`config.mk`:
```
export PLATFORM = sky130hd
export DESIGN_NAME = load_store_unit_flat
export DESIGN_NICKNAME = d
export VERILOG_FILES = /design/src/rtl/load_store_unit_if.sv /design/src/rtl/load_store_unit.sv /design/src/flat_wrapper.sv
export SDC_FILE = /design/constraint.sdc
export NUM_CORES = 1
export LEC_CHECK = 0
export ABC_CLOCK_PERIOD_IN_PS = 1600
export BUFFER_PORTS_ARGS = -buffer_cell sky130_fd_sc_hd__buf_2
export CAP_MARGIN = 40
export CORE_MARGIN = 10
export CORE_UTILIZATION = 45
export DETAILED_ROUTE_END_ITERATION = 6
export PLACE_DENSITY = 0.84
export RECOVER_POWER = 50
export SLEW_MARGIN = 30
export SYNTH_ARGS = -nofsm -noshare
export SYNTH_HDL_FRONTEND = slang
export SYNTH_SLANG_ARGS = --single-unit
```
`constraint.sdc`:
```
create_clock -name clk -period 1.6 [get_ports clk]
set_clock_uncertainty 0.2 [all_clocks]
set_input_delay 0.24 -clock clk [delete_from_list [all_inputs] [get_ports clk]]
set_output_delay 0.24 -clock clk [all_outputs]
set_load 0.1 [all_outputs]
```
`src/rtl/load_store_unit_if.sv`:
```
// Request, load-result and data-memory signals of the load/store unit.
// master: pipeline plus memory side; slave: the load_store_unit itself.
interface load_store_unit_if;
    logic        req_valid;
    logic        req_write;
    logic [1:0]  req_size;
    logic        req_unsigned;
    logic [31:0] req_addr;
    logic [31:0] req_wdata;
    logic        stall;
    logic        ld_valid;
    logic [31:0] ld_data;
    logic        misaligned;
    logic [31:0] mem_address;
    logic [31:0] mem_write_data;
    logic        mem_MemWrite;
    logic        mem_MemRead;
    logic [31:0] mem_read_data;

    modport master (
        output req_valid, req_write, req_size, req_unsigned, req_addr, req_wdata, mem_read_data,
        input  stall, ld_valid, ld_data, misaligned, mem_address, mem_write_data,
               mem_MemWrite, mem_MemRead
    );

    modport slave (
        input  req_valid, req_write, req_size, req_unsigned, req_addr, req_wdata, mem_read_data,
        output stall, ld_valid, ld_data, misaligned, mem_address, mem_write_data,
               mem_MemWrite, mem_MemRead
    );
endinterface

```
`src/rtl/load_store_unit.sv`:
```
// Big-endian MIPS load/store unit on a word-only memory; sub-word stores use read-modify-write.
// Define LSU_MISALIGN_TRAP_EN to trap misaligned accesses instead of force-aligning them.
module load_store_unit (
    input  logic             clk,
    input  logic             reset,
    load_store_unit_if.slave bus
);
    localparam logic [0:0] IDLE  = 1'b0;
    localparam logic [0:0] MERGE = 1'b1;

    logic [0:0]  state_reg, state_next;
    logic [31:0] merge_word_reg, merge_word_next;
    logic [29:0] addr_reg;
    logic        ld_valid_reg;
    logic [31:0] ld_data_reg, ld_data_next;
    logic        misaligned_reg;

    logic        is_word, is_half, misalign_now, accept, sub_store;
    logic [31:0] eff_addr;
    logic [1:0]  off;
    logic [7:0]  rd_byte;
    logic [15:0] rd_half;

    assign is_word = bus.req_size[1];
    assign is_half = (bus.req_size == 2'b01);

`ifdef LSU_MISALIGN_TRAP_EN
    assign misalign_now = bus.req_valid && (state_reg == IDLE) &&
                          ((is_half && bus.req_addr[0]) || (is_word && (bus.req_addr[1:0] != 2'b00)));
    assign eff_addr     = bus.req_addr;
`else
    assign misalign_now = 1'b0;
    always_comb begin
        eff_addr = bus.req_addr;
        if (is_half)
            eff_addr[0] = 1'b0;
        else if (is_word)
            eff_addr[1:0] = 2'b00;
    end
`endif

    assign accept    = bus.req_valid && (state_reg == IDLE) && !misalign_now && !reset;
    assign sub_store = accept && bus.req_write && !is_word;
    assign off       = eff_addr[1:0];

    // Lane gi covers bits [31-8*gi -: 8]; lane 0 is the lowest byte address.
    generate
        for (genvar gi = 0; gi < 4; gi++) begin : g_lane
            localparam int         HI   = 31 - 8 * gi;
            localparam logic [1:0] LANE = 2'(gi);
            logic       hit;
            logic [7:0] src;
            assign hit = is_word ? 1'b0 : (is_half ? (off[1] == LANE[1]) : (off == LANE));
            assign src = (is_half && !LANE[0]) ? bus.req_wdata[15:8] : bus.req_wdata[7:0];
            assign merge_word_next[HI -: 8] = hit ? src : bus.mem_read_data[HI -: 8];
        end
    endgenerate

    always_comb begin
        case (off)
            2'd0:    rd_byte = bus.mem_read_data[31:24];
            2'd1:    rd_byte = bus.mem_read_data[23:16];
            2'd2:    rd_byte = bus.mem_read_data[15:8];
            default: rd_byte = bus.mem_read_data[7:0];
        endcase
        rd_half = off[1] ? bus.mem_read_data[15:0] : bus.mem_read_data[31:16];
        case (bus.req_size)
            2'b00:   ld_data_next = bus.req_unsigned ? {24'b0, rd_byte} : {{24{rd_byte[7]}}, rd_byte};
            2'b01:   ld_data_next = bus.req_unsigned ? {16'b0, rd_half} : {{16{rd_half[15]}}, rd_half};
            default: ld_data_next = bus.mem_read_data;
        endcase
    end

    // Memory strobes are gated by reset so a reset arriving in MERGE drops the pending write.
    always_comb begin
        bus.mem_MemRead    = 1'b0;
        bus.mem_MemWrite   = 1'b0;
        bus.mem_address    = 32'b0;
        bus.mem_write_data = 32'b0;
        bus.stall          = sub_store;
        state_next         = state_reg;
        if (reset) begin
            state_next = IDLE;
        end else if (state_reg == MERGE) begin
            bus.mem_MemWrite   = 1'b1;
            bus.mem_address    = {addr_reg, 2'b00};
            bus.mem_write_data = merge_word_reg;
            state_next         = IDLE;
        end else if (accept) begin
            bus.mem_address = {eff_addr[31:2], 2'b00};
            if (bus.req_write && is_word) begin
                bus.mem_MemWrite   = 1'b1;
                bus.mem_write_data = bus.req_wdata;
            end else begin
                bus.mem_MemRead = 1'b1;
                if (sub_store)
                    state_next = MERGE;
            end
        end
    end

    always_ff @(posedge clk) begin
        if (reset) begin
            state_reg      <= IDLE;
            merge_word_reg <= 32'b0;
            addr_reg       <= 30'b0;
            ld_valid_reg   <= 1'b0;
            ld_data_reg    <= 32'b0;
            misaligned_reg <= 1'b0;
        end else begin
            state_reg      <= state_next;
            ld_valid_reg   <= accept && !bus.req_write;
            misaligned_reg <= misalign_now;
            if (accept && !bus.req_write)
                ld_data_reg <= ld_data_next;
            if (sub_store) begin
                merge_word_reg <= merge_word_next;
                addr_reg       <= eff_addr[31:2];
            end
        end
    end

    assign bus.ld_valid   = ld_valid_reg;
    assign bus.ld_data    = ld_data_reg;
    assign bus.misaligned = misaligned_reg;
endmodule

```
`src/flat_wrapper.sv`:
```
// flat-port wrapper written by rule: the top's interface ports become plain ports
module load_store_unit_flat 
  (clk, reset, bus_req_valid, bus_req_write, bus_req_size, bus_req_unsigned, bus_req_addr, bus_req_wdata, bus_mem_read_data, bus_stall, bus_ld_valid, bus_ld_data, bus_misaligned, bus_mem_address, bus_mem_write_data, bus_mem_MemWrite, bus_mem_MemRead);
  load_store_unit_if bus_i ();
  input  logic clk;
  input  logic reset;
  input wire logic [$bits(bus_i.req_valid)-1:0] bus_req_valid;
  input wire logic [$bits(bus_i.req_write)-1:0] bus_req_write;
  input wire logic [$bits(bus_i.req_size)-1:0] bus_req_size;
  input wire logic [$bits(bus_i.req_unsigned)-1:0] bus_req_unsigned;
  input wire logic [$bits(bus_i.req_addr)-1:0] bus_req_addr;
  input wire logic [$bits(bus_i.req_wdata)-1:0] bus_req_wdata;
  input wire logic [$bits(bus_i.mem_read_data)-1:0] bus_mem_read_data;
  output wire logic [$bits(bus_i.stall)-1:0] bus_stall;
  output wire logic [$bits(bus_i.ld_valid)-1:0] bus_ld_valid;
  output wire logic [$bits(bus_i.ld_data)-1:0] bus_ld_data;
  output wire logic [$bits(bus_i.misaligned)-1:0] bus_misaligned;
  output wire logic [$bits(bus_i.mem_address)-1:0] bus_mem_address;
  output wire logic [$bits(bus_i.mem_write_data)-1:0] bus_mem_write_data;
  output wire logic [$bits(bus_i.mem_MemWrite)-1:0] bus_mem_MemWrite;
  output wire logic [$bits(bus_i.mem_MemRead)-1:0] bus_mem_MemRead;
  assign bus_i.req_valid = bus_req_valid;
  assign bus_i.req_write = bus_req_write;
  assign bus_i.req_size = bus_req_size;
  assign bus_i.req_unsigned = bus_req_unsigned;
  assign bus_i.req_addr = bus_req_addr;
  assign bus_i.req_wdata = bus_req_wdata;
  assign bus_i.mem_read_data = bus_mem_read_data;
  assign bus_stall = bus_i.stall;
  assign bus_ld_valid = bus_i.ld_valid;
  assign bus_ld_data = bus_i.ld_data;
  assign bus_misaligned = bus_i.misaligned;
  assign bus_mem_address = bus_i.mem_address;
  assign bus_mem_write_data = bus_i.mem_write_data;
  assign bus_mem_MemWrite = bus_i.mem_MemWrite;
  assign bus_mem_MemRead = bus_i.mem_MemRead;
  load_store_unit u_core (.clk(clk), .reset(reset), .bus(bus_i));
endmodule
```
==> impl_results.md, run 1 <==
* Placement Setup Slack at -0.337 ns
* Inst Count DP at approximately 1,100
* CTS H-Tree Depth at 3
* Largest net degree at the start of global routing at 40
* Ys async rst share at 0%
* Port bufs at 200
* Tot GR Track Use at a little over four fifths
* YS warnings at 0
* Exit stage: global routing (5_1_grt)
* Total grt overflow at around 650
* #FFs+latches synth at 96
* CTS Buffer Depth at 2
* Syn Inst Count at ~720
* Seq/Total Area, Yosys at between 30% and 40%
* Mapped cell area at 0.00546 mm2
* Gpl congestion at 0.946
* Worst EP kind: output port
* Die Span Y at 130 um
* Post-synthesis cell type count at ~40
* Outcome: did not finish
* I/O Pins at about 200
* Root Driver: clkbuf_16
* Post-synth EDFFs at 0
* FP Rows at 40
* Most used flip-flop cell after synthesis: dfxtp_1
* Worst setup endpoint GRT: bus_mem_write_data[16]
* Clock sinks at 96
* Inserted Clock Buffers at 9
* DP HPWL at ~16 mm
* Syn avg cell area at around 7.6 um2
* First error: [ERROR GRT-0232] Routing congestion too high. Check the congestion heatmap in the GUI.
* Starting density of the core at a little under half
* Chip width at around 130 um
-- timing repair --
| action | 4_1_cts |
|---|---|
| gates resized for setup | 238 |
| endpoints found under the hold margin | 31 |
| setup endpoints to repair | 149 |
| hold buffers | 31 |
| buffers inserted | 22 |
| cloned | 27 |
| pin swaps | 65 |
-- cells in the mapped netlist, types with 10 or more instances --
cell type | instances | share of area (%)
nand2_1 | 106 | 7.3
clkbuf_1 | 40 | 2.7
o21bai_1 | 17 | 2.3
a211o_1 | 17 | 2.7
a221oi_2 | 10 | 2.7
a22oi_1 | 40 | 5.5
mux2i_1 | 26 | 4.8
buf_2 | 20 | 1.8
a211oi_1 | 24 | 3.3
buf_4 | 12 | 1.6
a21oi_1 | 126 | 12
nor2_1 | 127 | 8.7
dfxtp_1 | 96 | 35
-- cell families after synthesis --
kind of cell	Yosys count	share of synthesized area (%)
AOI/OAI and AO/OA	258	32.2
and+or+nand+nor	256	19.5
DFF	96	35.2
buffers and inverters	78	6.80
muxes	33	6.21
other	1	0.0686
-- layer usage --
layer,GRT overflow,global-route usage (%)
met1,2,76.6
met2,420,102
met3,10,68.8
met4,214,96.2
met5,1,27.8
-- through the flow --
| step | instance area [um2] | util [%] |
|---|---|---|
| 2_1_floorplan | 6130 | - |
| 3_3_place_gp | 8500 | 71.0 |
| 3_5_place_dp | 8500 | 71.1 |
| 4_1_cts | 10900 | 91.5 |
==> run 2: changes to the inputs <==
--- a/config.mk
+++ b/config.mk
@@ -5,13 +5,13 @@
 export SDC_FILE = /design/constraint.sdc
 export NUM_CORES = 1
 export LEC_CHECK = 0
-export ABC_CLOCK_PERIOD_IN_PS = 1600
+export ABC_CLOCK_PERIOD_IN_PS = 2100
 export BUFFER_PORTS_ARGS = -buffer_cell sky130_fd_sc_hd__buf_2
 export CAP_MARGIN = 40
 export CORE_MARGIN = 10
-export CORE_UTILIZATION = 45
+export CORE_UTILIZATION = 30
 export DETAILED_ROUTE_END_ITERATION = 6
-export PLACE_DENSITY = 0.84
+export PLACE_DENSITY_LB_ADDON = 0.15
 export RECOVER_POWER = 50
 export SLEW_MARGIN = 30
 export SYNTH_ARGS = -nofsm -noshare
==> constraint.sdc (replaced) <==
create_clock -name clk -period 2.1 [get_ports clk]
set_clock_uncertainty 0.2 [all_clocks]
set_input_delay 0.315 -clock clk [delete_from_list [all_inputs] [get_ports clk]]
set_output_delay 0.315 -clock clk [all_outputs]
set_load 0.1 [all_outputs]
==> run 2 against run 1 <==
Net effect:
- the flow now finishes, with violations (setup timing)
- synthesized cell count unchanged
- area after synthesis unchanged
==> impl_results.md, run 2 <==
* Tot GR Track Use at between 10% and 20%
* Share of cells above drive strength 1 at 51.4%
* Gpl congestion at 0.841 (-11%)
* WL/cell at about 21 um
* Starting density of the core at 30.4% (-15 points)
* Post-synthesis cell type count at 41 (unchanged)
* Slew @ Worst Pin at a little under 0.7 ns
* Final Hold Fails at 0
* Worst Path Required at 1.58 ns
* Outcome: finished with violations
* DP HPWL at 16.0 mm (+1.1%)
* Critical R2R Launch: u_core.state_reg
* Fmax at 422 MHz
* Clk_lat worst skew at 0.35 ns
* #FFs+latches synth at 96 (unchanged)
* Port bufs at 200 (unchanged)
* Final min period at 2.37 ns
* Max-Cap Viols at 0
* Startpoint Class: flip-flop
* Antenna violations before repair at 2
* First-pass GRT wire length at ~34 mm
* Setup CP Type: flip-flop to primary output
* Seq/Total Area, Yosys at 35.2% (unchanged)
* I/O Pins at 204 (unchanged)
* Sequential Area at between 0.0015 and 0.002 mm2
* Most frequent cells in the layout: 106 x nand2_1, 101 x buf_2, 95 x dfxtp_1, 79 x a21oi_1, 76 x buf_12
* Syn Inst Count at 722 (unchanged)
* Met3 WL post-DR at approximately 1.6 mm
* Chip width at 155 um (+19%)
* CTS tree: built
* FP Rows at 49 (+23%)
* WL met1 at 11.3 mm
* Hold crit path type: primary input to flip-flop
* Commonest non-fill, non-tap cell in the layout: nand2_1
* P per Cell Area at around 550 mW/mm2
* Die ar. at 0.0240 mm2
* Uppermost layer routed: met5
* CTS Buffer Depth at 2 (unchanged)
* YS warnings at 0 (unchanged)
* CP Capture Type: primary output
* Vias per cell at about 5.4
* Total grt overflow at 0
* LEAKAGE at between 3 and 4 nW
* DR WL met2 at 12.0 mm
* P&R area growth vs syn at 84.5%
* Remaining antenna violation count at 0
* Failing checks: setup timing
* DR DRC count at 0
* Area contributors post-synth: dfxtp_1 35%, a21oi_1 12%, nor2_1 8.7%
* Inserted Clock Buffers at 9 (unchanged)
* HP Start: bus_req_addr[22]
* Final wirelength at between 20 and 30 mm
* Setup violations, final at between 70 and 80
* Vias in the first global route at 5,804
* Area occupied by multi-input gates at around 0.0043 mm2
* Largest net degree at the start of global routing at between 50 and 60
* CTS clock-pin slew for the worst setup and hold paths at about 0.070 ns
* CP Data Arrival Time at 1.85 ns
* Via Count at 6,359
* Crit path max fanout at 8
* Mapped cell area at 0.00546 mm2 (unchanged)
* Clock sinks at 96 (unchanged)
* DR iter-0 viols at 460
* CP Launch Point: u_core.state_reg
* Rel. slew slack at a little over half
* Final worst slack at -0.268 ns
* RSZ-0062 raised after global routing: yes
* Area leader, netlist: dfxtp_1
* Tot Pwr at 5.53 mW
* Die Span Y at 155 um (+19%)
* Slew Viols, Final at 0
* CTS H-Tree Depth at 3 (unchanged)
* Drt first pass iters at 5
* FILL cells at between 1,500 and 2,000
* Final Cycle Share at 113%
* Most used flip-flop cell after synthesis: dfxtp_1
* Net count, final at between 1,000 and 1,500
* Worst vdd ir at 0.000510 V
* Most common cell in the netlist: nor2_1
* Post-synth EDFFs at 0 (unchanged)
* Worst reg2reg setup slack at -0.14 ns
* Ys async rst share at 0% (unchanged)
* Root Driver: clkbuf_16
* Core Region at 0.0180 mm2
* Yosys top cell area share at 35.2% (unchanged)
* Commonest cells post-synth: 127 x nor2_1, 126 x a21oi_1, 106 x nand2_1
* Syn avg cell area at 7.57 um2 (unchanged)
* Placement Setup Slack at 0.0155 ns (+0.352 ns)
==> run 2: cell counts after synthesis <==
Identical to the previous run, type by type.
==> run 2: layout make-up <==
cell class | count | area share (%)
Multi-Input combinational cell | 550 | 43.0
Timing Repair Buffer | 285 | 31.6
Sequential cell | 96 | 19.1
Tap cell | 229 | 2.84
Clock buffer | 12 | 2.56
Clock inverter | 4 | 0.745
Inverter | 3 | 0.137
Antenna cell | 1 | 0.0248
==> run 2: cell families after synthesis <==
group | share of synthesized area [%]
multiplexers | 6.21
AO/OA/AOI/OAI | 32.2
other | 0.0686
buffers and inverters | 6.80
flip-flops | 35.2
AND/OR/NAND/NOR | 19.5
==> run 2: repair_timing <==
item                                    4_1_cts  5_1_grt
resized for setup                            50      144
setup buffers                                 5       13
pin swaps                                    16       58
endpoints found under the hold margin         7        0
endpoints found under the setup margin       65      114
hold buffers                                  7        0
cloned                                        3       19
==> run 2: metal layers <==
| layer | up-vias | global-route usage, % |
|---|---|---|
| li1 | 3034 | - |
| met1 | 3097 | 24.2 |
| met2 | 206 | 27.6 |
| met3 | 20 | 4.94 |
| met4 | 2 | 4.00 |
| met5 | - | 0 |
==> run 2: per-stage QoR <==
stage	hold WS [ns]	std cells	area [um2]	util [%]	setup TNS (ns)
2_1_floorplan	0.237	724	6100	-	-1.55
3_3_place_gp	0.245	1118	8190	45.6	-0.00692
3_5_place_dp	0.247	1118	8190	45.6	0
4_1_cts	0.000695	1149	8930	49.7	-8.94
5_1_grt	0.0151	1180	10100	56.1	-15.66
6_report	0.00438	1180	10100	56.1	-11.09
==> run 2: path summary, 6_finish.rpt <==
kind,to,cells past startpoint
setup reg to reg,u_core.bus.ld_data[18],10
hold reg to reg,u_core.merge_word_reg[11],2
hold / removal,u_core.addr_reg[20],3
setup / recovery,bus_mem_write_data[11],6
==> run 2: where the power goes <==
group / total (mW) / leakage (nW) / switching (mW) / internal [mW]
sequential: 1.93 / 0.781 / 0.0454 / 1.88
clock: 1.89 / 0.154 / 0.767 / 1.12
combinational: 1.71 / 2.86 / 1.15 / 0.566
total: 5.53 / 3.79 / 1.96 / 3.57
==> run 2: critical path, stage by stage, from the launching register on <==
cell and delay, ns:
dfxtp_4 0.36, nor3b_4 0.18, and3_4 0.33, clkbuf_16 0.21, a22oi_1 0.11, nor2_4 0.12, buf_12 0.18
(Power assumes the default switching activity.)
==> run 3: changes to the inputs <==
--- a/config.mk
+++ b/config.mk
@@ -5,10 +5,12 @@
 export SDC_FILE = /design/constraint.sdc
 export NUM_CORES = 1
 export LEC_CHECK = 0
-export ABC_CLOCK_PERIOD_IN_PS = 2100
+export ABC_CLOCK_PERIOD_IN_PS = 2500
 export BUFFER_PORTS_ARGS = -buffer_cell sky130_fd_sc_hd__buf_2
 export CAP_MARGIN = 40
-export CORE_MARGIN = 10
+export CELL_PAD_IN_SITES_DETAIL_PLACEMENT = 1
+export CELL_PAD_IN_SITES_GLOBAL_PLACEMENT = 1
+export CORE_MARGIN = 5
 export CORE_UTILIZATION = 30
 export DETAILED_ROUTE_END_ITERATION = 6
 export PLACE_DENSITY_LB_ADDON = 0.15
==> constraint.sdc (replaced) <==
create_clock -name clk -period 2.5 [get_ports clk]
set_clock_uncertainty 0.2 [all_clocks]
set_input_delay 0.375 -clock clk [delete_from_list [all_inputs] [get_ports clk]]
set_output_delay 0.375 -clock clk [all_outputs]
set_load 0.1 [all_outputs]
==> run 3 against run 2 <==
Net effect:
- the flow now finishes without violations
- non-clock buffer count fell by 61
- via count fell by 7.1%
- clock power fell by 23%
- first-iteration DRC count fell by 42%
- die area fell by 12%
- global-route usage rose by 2.0 points
- sequential share of layout area rose by 5.8 points
- cell count fell by 5.3%
- flip-flop and latch count did not move
==> impl_results.md, run 3 (synthesized netlist as in run 2, its figures left out) <==
* Outcome: finished, final reports clean
* Inserted Clock Buffers at 9 (unchanged)
* Worst vdd ir at 0.000344 V (-32%)
* Ant. Diodes at 0 (-1)
* Post-CTS setup buffer count at 0 (-5)
* Final Cycle Share at ~96%
* Switching power at 1.48 mW (-24%)
* Fmax at ~420 MHz
* Total grt overflow at 0 (unchanged)
* Remaining antenna violation count at 0 (unchanged)
* Crit path max fanout at 56 (+48)
* DR DRC count at 0 (unchanged)
* Via Count at 5,909 (-7.1%)
* Tot Pwr at 4.18 mW (-24%)
* Internal power at 2.70 mW (-24%)
* HP Start: bus_req_addr[20]
* CTS clock-pin slew for the worst setup and hold paths at 0.07 ns (about the same)
* LEAKAGE at 3.02 nW (-20%)
* Finished Cell Area at 0.00773 mm2 (-23%)
* Setup violations, final at 0 (-100%)
* Chip width at 145 um (-6.5%)
* Tot GR Track Use at 19.9% (+2.0 points)
* Clock sinks at 96 (unchanged)
* Vias in the first global route at 6,195 (+6.7%)
* Setup CP Type: flip-flop to primary output
* Switching part of the total at 35.4% (-0.046 points)
* Comb pwr share at 26.8% (-4.2 points)
* Core Region at 0.0180 mm2 (unchanged)
* CTS tree: built
* Critical R2R Launch: u_core.state_reg
* CP Launch Point: u_core.state_reg
* Root Driver: clkbuf_16
* DR iter-0 viols at 269 (-42%)
* CTS H-Tree Depth at 3 (unchanged)
* Max-Cap Viols at 0 (unchanged)
* Clock share of power at 34.6% (+0.5 points)
* Worst reg2reg setup slack at 0.32 ns (+0.46 ns)
* Vias per cell at 5.29 (-1.9%)
* CP Data Arrival Time at 1.82 ns (-0.03 ns)
* DP HPWL at 16.3 mm (+1.5%)
* Hold crit path type: primary input to flip-flop
* Largest net degree at the start of global routing at 131 (+130%)
* DP Area at 0.00747 mm2 (-8.8%)
* P per Cell Area at 541 mW/mm2 (-1.3%)
* Final Hold Fails at 0 (unchanged)
* Gpl congestion at 0.837 (-0.44%)
* Startpoint Class: flip-flop
* Net count, final at 987 (-5.8%)
* Port bufs at 200 (unchanged)
* Most frequent cells in the layout: 125 x a21oi_1, 124 x buf_2, 106 x nand2_1, 95 x dfxtp_1, 67 x nor2_1
* CTS Buffer Depth at 2 (unchanged)
* RSZ-0062 raised after global routing: no
* CP Capture Type: primary output
* Clk_lat worst skew at 0.34 ns (about the same)
* Sequential Power Share at 38.6% (+3.7 points)
* Starting density of the core at 30.4% (unchanged)
* FP Rows at 49 (unchanged)
* Share of cells above drive strength 1 at 32.8% (-19 points)
* Slew @ Worst Pin at 1.21 ns (+0.522 ns)
* Commonest non-fill, non-tap cell in the layout: a21oi_1
* Worst Path Required at 1.92 ns (+0.34 ns)
* Slew Viols, Final at 0 (unchanged)
* Die Span Y at 145 um (-6.5%)
* Drt first pass iters at 4 (-1)
* Final wirelength at 21.5 mm (-14%)
* I/O Pins at 204 (unchanged)
* WL/cell at 19.2 um (-9.7%)
* FILL cells at 2,169 (+37%)
* First-pass GRT wire length at 34.3 mm (-0.48%)
* P&R area growth vs syn at 41.5%
* Setup TNS at 0 ns (+11.09 ns)
* Die ar. at 0.0210 mm2 (-12%)
* Final min period at approximately 2.4 ns
* Antenna violations before repair at 2 (unchanged)
* Rel. slew slack at 19.8% (-34 points)
-- run 3: layout make-up --
| class | count | area, um2 | share of cell area [%] |
|---|---|---|---|
| Clock inverter | 5 | 53.8 | 0.696 |
| Sequential cell | 96 | 1930 | 24.9 |
| Clock buffer | 11 | 254 | 3.29 |
| Tap cell | 229 | 287 | 3.71 |
| Inverter | 3 | 11.3 | 0.146 |
| Timing Repair Buffer | 224 | 1780 | 23.0 |
| Multi-Input combinational cell | 550 | 3420 | 44.3 |
-- run 3: power by group through the flow --
stage / logic, mW / clock network [mW] / registers, mW
2_1_floorplan: 0.614 / 0 / 1.83
3_3_place_gp: 1.11 / 0 / 1.65
3_5_place_dp: 1.14 / 0 / 1.65
4_1_cts: 1.14 / 1.50 / 1.61
5_1_grt: 1.19 / 1.56 / 1.62
6_report: 1.12 / 1.45 / 1.61
-- run 3: layer usage --
| layer | up-vias | wire length, um | GRT usage [%] |
|---|---|---|---|
| met5 | - | 21 | 0 |
| met4 | 4 | 519 | 6.83 |
| met3 | 34 | 1110 | 4.46 |
| met2 | 164 | 10200 | 32.9 |
| met1 | 2813 | 9600 | 25.6 |
| li1 | 2894 | - | - |
-- run 3: worst max-delay path: stages, from the launching register on --
cell and delay (ns):
dfxtp_4 0.40, buf_6 0.37, a21oi_1 0.15, nor2_2 0.10
buf_2 0.43
-- run 3: metrics by stage --
step / util, % / cells / setup WS, ns / hold slack, ns
global placement: 41.5 / 1101 / 0.245 / 0.242
detailed placement: 41.6 / 1102 / 0.180 / 0.248
finish: 43.0 / 1118 / 0.107 / 0.0713
floorplan: - / 724 / -0.424 / 0.237
global route: 43.0 / 1118 / 0.00561 / 0.0706
CTS: 43.3 / 1118 / 0.00225 / 0.0553
-- run 3: path summary, 6_finish.rpt --
path / end / depth (start not counted)
worst max register to register: u_core.addr_reg[4] / 6
worst min-delay path: u_core.addr_reg[18] / 3
worst max-delay path: bus_mem_address[15] / 4
worst min register to register: u_core.addr_reg[3] / 2
-- run 3: timing repair --
| action | CTS | global route |
|---|---|---|
| gates resized for setup | 2 | 8 |
| pin swaps | 0 | 0 |
| endpoints found under the setup margin | 27 | 35 |
| hold buffers | 0 | 0 |
| hold endpoints to repair | 0 | 0 |
==> run 4: changes to the inputs <==
--- a/config.mk
+++ b/config.mk
@@ -13,7 +13,7 @@
 export CORE_MARGIN = 5
 export CORE_UTILIZATION = 30
 export DETAILED_ROUTE_END_ITERATION = 6
-export PLACE_DENSITY_LB_ADDON = 0.15
+export PLACE_DENSITY_LB_ADDON = 0.1
 export RECOVER_POWER = 50
 export SLEW_MARGIN = 30
 export SYNTH_ARGS = -nofsm -noshare
==> run 4 against run 3 <==
Net effect:
- utilization increased by 2.2 points
- first-iteration DRC count increased by 3.3%
- total power increased by 0.99%
- maximum frequency decreased by 1.1%
==> impl_results.md, run 4 (synthesized netlist as in run 2, its figures left out) <==
* Setup CP Type: flip-flop to primary output
* CP Capture Type: primary output
* I/O Pins at 204 (unchanged)
* Reg2Reg Capture Point: u_core.bus.ld_data[14]
* Starting density of the core at 30.4% (unchanged)
* Inst Count DP at 1,106 (+0.36%)
* P per Cell Area at 519 mW/mm2 (-4.0%)
* Startpoint Class: flip-flop
* Port bufs at 200 (unchanged)
* Slew @ Worst Pin at 1.23 ns (+0.0168 ns)
* Final wirelength at 21.6 mm (+0.29%)
* Root Driver: clkbuf_16
* Post-Route Utilization at 45.3% (+2.2 points)
* Gpl congestion at 0.827 (-1.2%)
* Core Region at 0.0180 mm2 (unchanged)
* Largest net degree at the start of global routing at 96 (-27%)
* CTS H-Tree Depth at 3 (unchanged)
* Final Hold Fails at 0 (unchanged)
* CP peak stage delay at 0.36 ns (-0.07 ns)
* Total grt overflow at 0 (unchanged)
* R2r worst-path depth at 6 (unchanged)
* Critical path's most frequent cell: buf_12
* Critical R2R Launch: u_core.state_reg
* Fmax at 413 MHz (-1.1%)
* Tot Pwr at 4.22 mW (+0.99%)
* Worst reg2reg setup slack at 0.42 ns (+0.10 ns)
* Tot GR Track Use at 19.8% (-0.14 points)
* Die Span Y at 145 um (unchanged)
* HP Start: bus_req_addr[26]
* Critical-path cell list: nor3b_4, and3_4, buf_12, a22oi_1, nor2_2, buf_12
* Outcome: finished, final reports clean
* Antenna violations before repair at 0 (-2)
* Rel. slew slack at 18.7% (-1.1 points)
* DP HPWL at 16.4 mm (+0.95%)
* Clk_lat worst skew at 0.33 ns (about the same)
* Final Cycle Share at 96.8% (+1.1 points)
* Remaining antenna violation count at 0 (unchanged)
* CTS Buffer Depth at 2 (unchanged)
* Hold path cells at 3 (unchanged)
* Ant. Diodes at 0 (unchanged)
* Drt first pass iters at 4 (unchanged)
* CP Launch Point: u_core.state_reg
* Critical-path top delay cell: dfxtp_4
* Slew Viols, Final at 0 (unchanged)
* CP Data Arrival Time at 1.85 ns (+0.03 ns)
* Max-Cap Viols at 0 (unchanged)
* Die ar. at 0.0210 mm2 (unchanged)
* Share of cells above drive strength 1 at 33.6% (+0.71 points)
* Setup TNS at 0 ns (unchanged)
* Clock sinks at 96 (unchanged)
* WL/cell at 19.2 um (-0.15%)
* P&R area growth vs syn at 48.9%
* Crit path max fanout at 12 (-79%)
* Hold Path Sink: u_core.addr_reg[24]
* FP Rows at 49 (unchanged)
* Chip width at 145 um (unchanged)
* Hold crit path type: primary input to flip-flop
* Final min period at 2.42 ns (+0.0269 ns)
* Commonest non-fill, non-tap cell in the layout: a21oi_1
* Final non-filler cell total at 1,123 (+0.45%)
* Worst vdd ir at 0.000327 V (-5.2%)
* Cts hold-fix bufs at 0 (unchanged)
* Inserted Clock Buffers at 9 (unchanged)
* LEAKAGE at 3.14 nW (+3.7%)
* CTS clock-pin slew for the worst setup and hold paths at 0.07 ns (about the same)
* Most frequent cells in the layout: 125 x a21oi_1, 107 x buf_2, 106 x nand2_1, 95 x dfxtp_1, 67 x nor2_1
* Via Count at 5,999 (+1.5%)
* DR DRC count at 0 (unchanged)
* Setup violations, final at 0 (unchanged)
* Net count, final at 992 (+0.51%)
* Vias in the first global route at 6,311 (+1.9%)
* First-pass GRT wire length at 34.4 mm (+0.28%)
* Vias per cell at 5.34 (+1.1%)
* DR iter-0 viols at 278 (+3.3%)
* CTS tree: built
* Worst Path Required at 1.92 ns (about the same)
-- run 4: changes by cell type in the layout (fill, tap and decap cells not counted), sizes merged --
cell,before,now
inv,3,4
buf,185,190
clkbuf,50,49
-- run 4: timing repair --
| item | 4_1_cts | 5_1_grt |
|---|---|---|
| pin swaps | 0 | 4 |
| hold endpoints to repair | 0 | 0 |
| buffers inserted | 0 | 0 |
| cloned | 0 | 1 |
| gates resized for setup | 1 | 4 |
| setup endpoints to repair | 33 | 33 |
-- run 4: area by class of cell --
class | instances | area (um2)
well taps | 229 | 287
inverters | 3 | 11.3
flip-flops and latches | 96 | 1930
clock inverters | 6 | 66.3
clock buffers | 10 | 239
fillers | 2175 | 9830
multi-input cells | 550 | 3450
repair buffers | 229 | 2150
-- run 4: how the worst max path moves through the flow --
| stage | slack (ns) | cells after the start | end |
|---|---|---|---|
| finish | 0.08 | 6 | bus_mem_write_data[10] |
| global route | -0.02 | 6 | bus_mem_write_data[10] |
| CTS | 0.009 | 6 | bus_mem_write_data[10] |
| detailed placement | 0.15 | 7 | bus_mem_write_data[16] |
| global placement | 0.18 | 7 | bus_mem_write_data[5] |
| floorplan | -0.42 | 5 | bus_mem_address[28] |
-- run 4: per-layer routing --
layer | global-route usage [%] | vias to the layer above | part of all wire [%]
met3 | 4.30 | 23 | 5.8
met2 | 33.1 | 174 | 49
met1 | 25.5 | 2899 | 43
met5 | 0 | - | 0
met4 | 5.89 | 0 | 1.8
li1 | - | 2903 | -
-- run 4: critical path, delay by kind of cell (launching register included) --
family                 cells  cell delay [ns]
AO/OA/AOI/OAI              1             0.09
flip-flops                 1             0.36
AND/OR/NAND/NOR            3             0.70
buffers and inverters      2             0.35
-- run 4: power by group --
| group | switching, mW | total, mW | leakage [nW] | internal [mW] |
|---|---|---|---|---|
| clock network | 0.622 | 1.43 | 0.153 | 0.807 |
| registers | 0.0301 | 1.61 | 0.781 | 1.58 |
| logic | 0.847 | 1.18 | 2.20 | 0.336 |
-- run 4: per-stage QoR --
step | instance area (um2) | hold slack, ns | worst slack (ns)
2_1_floorplan | 5730 | 0.237 | -0.424
3_3_place_gp | 7830 | 0.242 | 0.185
3_5_place_dp | 7840 | 0.249 | 0.149
4_1_cts | 8150 | 0.0643 | 0.00865
5_1_grt | 8130 | 0.0696 | -0.0226
6_report | 8130 | 0.0797 | 0.0797
